==> src/rtl/adder_ctrl_pkg.sv <==
// Shared definitions for the nibble-serial add/subtract sequencer.
// State encoding is fixed so a checker can decode the debug state port directly.
package adder_ctrl_pkg;

  localparam int NIBBLE_W = 4;

  typedef enum logic [1:0] {
    IDLE = 2'd0,
    RUN  = 2'd1,
    DONE = 2'd2
  } state_t;

  // The nibble index needs at least one bit even when there is only one nibble.
  function automatic int idx_width(input int nibbles);
    return (nibbles > 1) ? $clog2(nibbles) : 1;
  endfunction

endpackage

==> src/rtl/ripple_carry.sv <==
// 4-bit ripple-carry adder slice shared by the serial sequencer.
module ripple_carry
  import adder_ctrl_pkg::*;
(
  input  logic [NIBBLE_W-1:0] a,
  input  logic [NIBBLE_W-1:0] b,
  input  logic                carry_in,
  output logic [NIBBLE_W-1:0] sum,
  output logic                carry_out
);

  logic [NIBBLE_W:0] c;

  always_comb begin
    c    = '0;
    sum  = '0;
    c[0] = carry_in;
    for (int i = 0; i < NIBBLE_W; i++) begin
      sum[i]   = a[i] ^ b[i] ^ c[i];
      c[i + 1] = (a[i] & b[i]) | (c[i] & (a[i] ^ b[i]));
    end
    carry_out = c[NIBBLE_W];
  end

endmodule

==> src/rtl/serial_adder_ctrl.sv <==
// Multi-precision add/subtract sequencer: one 4-bit adder processes the operands
// a nibble per cycle, LSB first, with the carry held in c_q between nibbles.
module serial_adder_ctrl
  import adder_ctrl_pkg::*;
#(
  parameter  int NIBBLES = 4,
  localparam int WIDTH   = NIBBLE_W * NIBBLES
) (
  input  logic             clk,
  input  logic             rst_n,
  input  logic             in_valid,
  output logic             in_ready,
  input  logic [WIDTH-1:0] op_a,
  input  logic [WIDTH-1:0] op_b,
  input  logic             sub,
  input  logic             cin,
  output logic             out_valid,
  input  logic             out_ready,
  output logic [WIDTH-1:0] result,
  output logic             carry_out,
  output logic             overflow,
  output state_t           dbg_state
);

  localparam int IDX_W = idx_width(NIBBLES);

  // Handshakes: a transfer happens on a rising edge where valid && ready are both
  // high; in_ready is high only in IDLE and out_valid only in DONE, so requests
  // never overlap and a result is held unchanged until out_ready takes it.

  state_t            state_q, state_d;
  logic [IDX_W-1:0]  idx_q, idx_d;
  logic [WIDTH-1:0]  a_q, a_d;
  logic [WIDTH-1:0]  b_q, b_d;
  logic              c_q, c_d;
  logic [WIDTH-1:0]  result_q, result_d;
  logic              carry_q, carry_d;
  logic              ovf_q, ovf_d;

  logic [NIBBLE_W-1:0] rca_a, rca_b, rca_sum;
  logic                rca_cout;
  int unsigned         bit_base;
  logic                last_nibble;

  assign bit_base    = NIBBLE_W * int'(idx_q);
  assign last_nibble = (idx_q == IDX_W'(NIBBLES - 1));
  assign rca_a       = a_q[bit_base +: NIBBLE_W];
  assign rca_b       = b_q[bit_base +: NIBBLE_W];

  ripple_carry u_rca (
    .a         (rca_a),
    .b         (rca_b),
    .carry_in  (c_q),
    .sum       (rca_sum),
    .carry_out (rca_cout)
  );

  always_comb begin
    state_d  = state_q;
    idx_d    = idx_q;
    a_d      = a_q;
    b_d      = b_q;
    c_d      = c_q;
    result_d = result_q;
    carry_d  = carry_q;
    ovf_d    = ovf_q;
    case (state_q)
      IDLE: begin
        if (in_valid) begin
          // Subtraction is A + ~B + 1, so the inversion and the +1 are folded in here.
          a_d      = op_a;
          b_d      = sub ? ~op_b : op_b;
          c_d      = sub ? 1'b1 : cin;
          idx_d    = '0;
          result_d = '0;
          state_d  = RUN;
        end
      end
      RUN: begin
        result_d[bit_base +: NIBBLE_W] = rca_sum;
        c_d = rca_cout;
        if (last_nibble) begin
          carry_d = rca_cout;
          ovf_d   = (a_q[WIDTH-1] == b_q[WIDTH-1]) && (rca_sum[NIBBLE_W-1] != a_q[WIDTH-1]);
          idx_d   = '0;
          state_d = DONE;
        end else begin
          idx_d = idx_q + IDX_W'(1);
        end
      end
      DONE: begin
        if (out_ready) state_d = IDLE;
      end
      default: state_d = IDLE;
    endcase
  end

  always_ff @(posedge clk or negedge rst_n) begin
    if (!rst_n) begin
      state_q  <= IDLE;
      idx_q    <= '0;
      a_q      <= '0;
      b_q      <= '0;
      c_q      <= 1'b0;
      result_q <= '0;
      carry_q  <= 1'b0;
      ovf_q    <= 1'b0;
    end else begin
      state_q  <= state_d;
      idx_q    <= idx_d;
      a_q      <= a_d;
      b_q      <= b_d;
      c_q      <= c_d;
      result_q <= result_d;
      carry_q  <= carry_d;
      ovf_q    <= ovf_d;
    end
  end

  assign in_ready  = (state_q == IDLE);
  assign out_valid = (state_q == DONE);
  assign result    = result_q;
  assign carry_out = carry_q;
  assign overflow  = ovf_q;
  assign dbg_state = state_q;

endmodule

==> config.mk <==
export PLATFORM = sky130hd
export DESIGN_NAME = serial_adder_ctrl
export DESIGN_NICKNAME = d
export VERILOG_FILES = /design/src/rtl/adder_ctrl_pkg.sv /design/src/rtl/ripple_carry.sv /design/src/rtl/serial_adder_ctrl.sv
export SDC_FILE = /design/constraint.sdc
export NUM_CORES = 1
export LEC_CHECK = 0
export CAP_MARGIN = 20
export CORE_ASPECT_RATIO = 0.6
export CORE_MARGIN = 2
export CORE_UTILIZATION = 30
export DETAILED_ROUTE_END_ITERATION = 7
export GPL_TIMING_DRIVEN = 0
export PLACE_DENSITY = 0.62
export SETUP_SLACK_MARGIN = 0.5
export SKIP_LAST_GASP = 1
export SLEW_MARGIN = 20
export SYNTH_ARGS = -nofsm -noshare
export SYNTH_HDL_FRONTEND = slang
export SYNTH_SLANG_ARGS = --single-unit
==> constraint.sdc <==
create_clock -name clk -period 9.6 [get_ports clk]
set_input_delay 2.4 -clock clk [delete_from_list [all_inputs] [get_ports clk]]
set_output_delay 2.4 -clock clk [all_outputs]
set_load 0.1 [all_outputs]
After elaboration in Yosys (flattened, before gate mapping)
Index checks and enable logic that the tools add are counted.

Add/sub/neg operators: 2. Equality and inequality tests: 8. Shift operators: 4. Muxes and demuxes: 14. Bitwise operators: 21. Reductions and logical operators: 7.

Operator list (number): 4-bit negator with 34-bit output (1); 4-bit by 34-bit variable shift with 16-bit output, first input constant (1); 4-bit by 34-bit variable part select with 16-bit output (1); 16-bit 2-to-1 mux (2); 16-bit case mux with 2 select lines (1); 16-bit by 5-bit variable part select with 4-bit output (2); 16-bit bitwise mux (1); 16-bit inverter (1); 2-bit 2-to-1 mux (5); 1-bit bitwise AND (8); 1-bit bitwise XOR (8); 2-bit case mux with 3 select lines (1); 2-bit AND reduction (3); 2-bit equality test, second input constant (2); 2-bit inequality test, second input constant (2); 1-bit OR (4); 2-bit case mux with 2 select lines (1); 3-bit AND reduction (1); 2-bit by 1-bit adder with 2-bit output, second input constant (1); 2-bit by 1-bit equality test with 1-bit output, second input constant (1); 2-bit logical NOT (1); 1-bit 2-to-1 mux (2); 2-bit by 1-bit inequality test with 1-bit output, second input constant (1); 1-bit case mux with 2 select lines (1); other kinds (4) (4).

Flip-flop bits (word level): 55. Input port bits: 38. Output and inout port bits: 22. Word-level logic and storage cells: 64.

Logic depth before layout (Yosys ltp)
Depth after elaboration: 12. Gate-level depth with buffers: 14. Gate-level depth less buffers: 12.

Cells and area by module
From an unflattened synthesis, not the netlist that was laid out.

Cell total of the unflattened synthesis: 215. Area total of the unflattened synthesis: 2691.3 sq um.

By module, submodules not included: serial_adder_ctrl (times used 1, cells each 201, area each 2573.7 sq um, seq. area each 1376.3 sq um); ripple_carry (times used 1, cells each 14, area each 117.6 sq um, seq. area each 0.0 sq um).

Least setup slack after synthesis
No wires, ideal clock.

Kind: register to output. Start: register state_q[0], in the netlist dbg_state[0]. End: output port in_ready. Arrival: 2.343 ns. Required time: 7.200 ns. Path slack: 4.857 ns. Stages on the path, launching flop included: 3. Path buffers: 1. Cells stage by stage: dfrtp_1 -> buf_4 -> nor2_1.

Cells in the longest elaborated chain, start to end: 1.

Ends and longest elaborated chain: from (decl) (line serial_adder_ctrl.sv:31) `state_t state_q, state_d;`; from (signal assigned) (line serial_adder_ctrl.sv:109) `state_q <= state_d;`; 2-bit logical NOT (line serial_adder_ctrl.sv:120) `assign in_ready = (state_q == IDLE);`; to (decl) (line serial_adder_ctrl.sv:12) `output logic in_ready,`.

No other way between the ends.

Final worst setup path
Start: register state_q[0], in the netlist dbg_state[0]. End: output port out_valid.

Cells in the longest elaborated chain, start to end: 1.

Ends and longest elaborated chain: 2-bit equality test (line serial_adder_ctrl.sv:121) `assign out_valid = (state_q == DONE);`; to (decl) (line serial_adder_ctrl.sv:17) `output logic out_valid,`.

No other way between the ends.

==> results.sh <==
export IMPL_status="finished clean"
export IMPL_drtIter0Drc=127
export IMPL_critical_path_class="register to primary output"
export IMPL_grt_max_degree=56
export IMPL_post_route_worst_setup_slack_ps=4917
export IMPL_syn_cell_area_um2=2709
export IMPL_worstReg2RegEnd="overflow$_DFFE_PN0P_"
export IMPL_drc=0
export IMPL_relSlewSlack_pct=34.04
export IMPL_drt_first_pass_iters=4
export IMPL_grt_pass1_vias=1984
export IMPL_vias_per_cell=4.848
export IMPL_clock_fmax_ghz=0.2135
export IMPL_critical_path_data_required_time_ps=7200
export IMPL_cp_cell_sequence="buf_4, or2b_1, inv_1, clkdlybuf4s50_1"
export IMPL_tritoncts="built"
export IMPL_route_layer_met1_wl_um=3187
export IMPL_clk_slew_on_worst_s_h_paths_ps=70
export IMPL_post_cts_resized_instances=0
export IMPL_grt_overflow=0
export IMPL_worst_path_dominant_cell_family="buffers and inverters"
export IMPL_slowest_delay_ps=1120
export IMPL_skew_ps=5.288
export IMPL_whs_endpoint="result[2]$_DFFE_PN0P_"
export IMPL_data_arrival_time_of_the_critical_path_ps=2280
export IMPL_r2r_setup_slack_ps=6020
export IMPL_nNetsFinal=328
export IMPL_detail_route_wl_per_cell_um=15.93
export IMPL_clockBufferDepth=2
export IMPL_drtAntennaViolNets=0
export IMPL_setup_worst_path_end_class="primary output"
export IMPL_floorplan_rows=26
export IMPL_design_core_area_um2=8653
export IMPL_highest_signal_layer="met4"
export IMPL_post_synthesis_net_count=263
export IMPL_placed_cell_area_um2=3427
export IMPL_io_pin_count=60
export IMPL_holdCritStartpoint="result[2]$_DFFE_PN0P_"
export IMPL_mostFrequentLayoutCell="clkdlybuf4s50_1"
export IMPL_finalCriticalPeriod_ps=4683
export IMPL_antennaDiodeCount=0
export IMPL_drive_above_1_share_pct=17.38
export IMPL_postSynth_topFlopCell="dfrtp_1"
export IMPL_final_setup_tns_ps=0
export IMPL_critical_path_buf_inv_count=3
export IMPL_met2_wl_um=2677
export IMPL_startpoint_type="register"
export IMPL_grt_pass1_wl_um=10460
export IMPL_post_synth_inst_count=216
export IMPL_synth_distinct_cells=36
export IMPL_initial_utilization_pct=31.30
export IMPL_drt_wl_total_um=6276
export IMPL_hold_path_cell_count=1
export IMPL_worst_path_max_fanout=10
export IMPL_number_of_antenna_violations_at_the_first_check_in_global_routing=0
export IMPL_synth_enable_flop_cells=0
export IMPL_tightestPinTransition_ps=986.3
export IMPL_grt_use_total_pct=13.94
export IMPL_rsz0062_at_grt="no"
export IMPL_cp_slowest_cell="clkdlybuf4s50_1"
export IMPL_asyncSetResetFlopFracSynth_pct=100.0
export IMPL_regToRegStartpoint="idx_q[0]$_DFFE_PN0P_"
export IMPL_h_tree_lvl_count=2
export IMPL_wl_met3_um=314
export IMPL_cts_repair_timing_setup_buffer_count=0
export IMPL_floorplan_die_height_um=77.61
export IMPL_syn2layout_area_growth_pct=32.10
export IMPL_syn_mean_instance_area_um2=12.54
export IMPL_finalCritPeriodShare_pct=48.78
export IMPL_post_cts_hold_buffers=0
export IMPL_postLayoutCellArea_um2=3578
export IMPL_sequential_element_share_of_the_synthesized_area_pct=50.81
export IMPL_reg2reg_depth=14
export IMPL_synth_warning_count=0
export IMPL_chipWidth_um=126.7
export IMPL_layout_common_cells="57 x clkdlybuf4s50_1, 55 x dfrtp_1, 19 x nor2_1"
export IMPL_final_max_slew_viol_count=0
export IMPL_yosys_register_bits=55
export IMPL_cts_num_sinks=55
export IMPL_dpl_worst_slack_ps=5238
export IMPL_cts_buffers_inserted=5
export IMPL_dieArea_um2=9831
export IMPL_hold_viol=0
export IMPL_io_buffer_count=58
export IMPL_routabilityCongestion=0.8053
export IMPL_final_setup_viol_count=0
export IMPL_worstSkewPairLatency_ps=300
export IMPL_layout_filler_cells=838
export IMPL_vias=1910
export IMPL_cts_root_buf="clkbuf_16"
export IMPL_maxCapViolations=0
export IMPL_hold_class="register to register"
export IMPL_place_hpwl_um=4749
-- registers in the layout, indices dropped and copies added (netlist names) --
name / cells
a_q: 16
carry_out: 1
c_q: 1
idx_q: 2
overflow: 1
b_q: 16
result: 16
dbg_state: 2
-- worst register-to-register path, cell delays in order (launching register included) --
cell      delay (ps)
dfrtp_1          390
buf_2            240
buf_2            340
mux4_2           550
inv_1             80
fa_1             160
inv_1             50
fa_1             350
inv_1             70
fa_1             160
inv_1             50
fa_1             570
nand2b_1         120
o22ai_1           80
mux2_2           270
-- synthesized netlist by cell type (all sizes together), types with 2 or more instances --
cell,n,area [um2]
a21o,5,37.54
a21oi,16,80.08
a22o,8,70.07
buf,12,76.32
dfrtp,55,1376
fa,4,80.08
ha,5,62.56
inv,11,41.29
mux2,18,202.7
mux4,8,180.2
nand2,7,26.28
nand2b,3,18.77
nor2,19,71.32
o21ai,2,10.01
o22ai,2,12.51
o2bb2ai,8,70.07
xnor2,16,140.1
-- per-stage QoR --
step / hold WS [ps] / std cells / utilization (%)
after floorplan: 475.1 / 216 / -
final: 500.8 / 394 / 41.35
after CTS: 507.2 / 394 / 41.35
after global routing: 529.6 / 394 / 41.35
after global placement: 485.3 / 386 / 39.63
after detailed placement: 488.8 / 386 / 39.60
-- cells by family after synthesis --
group | Yosys count | share of synthesized area [%]
fa+ha+maj | 9 | 5.266
buf+inv | 24 | 4.480
simple gates | 43 | 9.192
xor+xnor | 16 | 5.173
mux | 26 | 14.13
compound gates | 43 | 10.95
flops | 55 | 50.81
-- worst max-delay path by stage --
| stage | from | end | slack [ps] | cells after the start |
|---|---|---|---|---|
| 2_1_floorplan | dbg_state[0]$_DFFE_PN0P_ | in_ready | 4860 | 2 |
| 3_3_place_gp | rst_n | b_q[14]$_DFFE_PN0P_ | 4450 | 1 |
| 3_5_place_dp | dbg_state[0]$_DFFE_PN0P_ | out_valid | 5240 | 4 |
| 4_1_cts | dbg_state[0]$_DFFE_PN0P_ | out_valid | 4910 | 4 |
| 5_1_grt | dbg_state[0]$_DFFE_PN0P_ | out_valid | 4860 | 4 |
| 6_report | dbg_state[0]$_DFFE_PN0P_ | out_valid | 4920 | 4 |
-- layout make-up --
cell class | count | area [um2] | share of cell area (%)
flip-flops and latches | 55 | 1376 | 38.46
multi-input cells | 137 | 1211 | 33.85
repair buffers | 58 | 578.1 | 16.15
clock buffers | 7 | 142.6 | 3.986
well taps | 112 | 140.1 | 3.916
plain buffers | 13 | 80.08 | 2.238
inverters | 11 | 41.29 | 1.154
clock inverters | 1 | 8.758 | 0.2448
-- per-layer routing --
metal	global-route usage, %	vias up
li1	-	893
met1	19.69	958
met2	20.65	51
met3	3.793	8
met4	4.945	0
met5	0	-
Power is not shown: default switching activity piles up to over one toggle a cycle in this logic, so the estimate is an artifact.
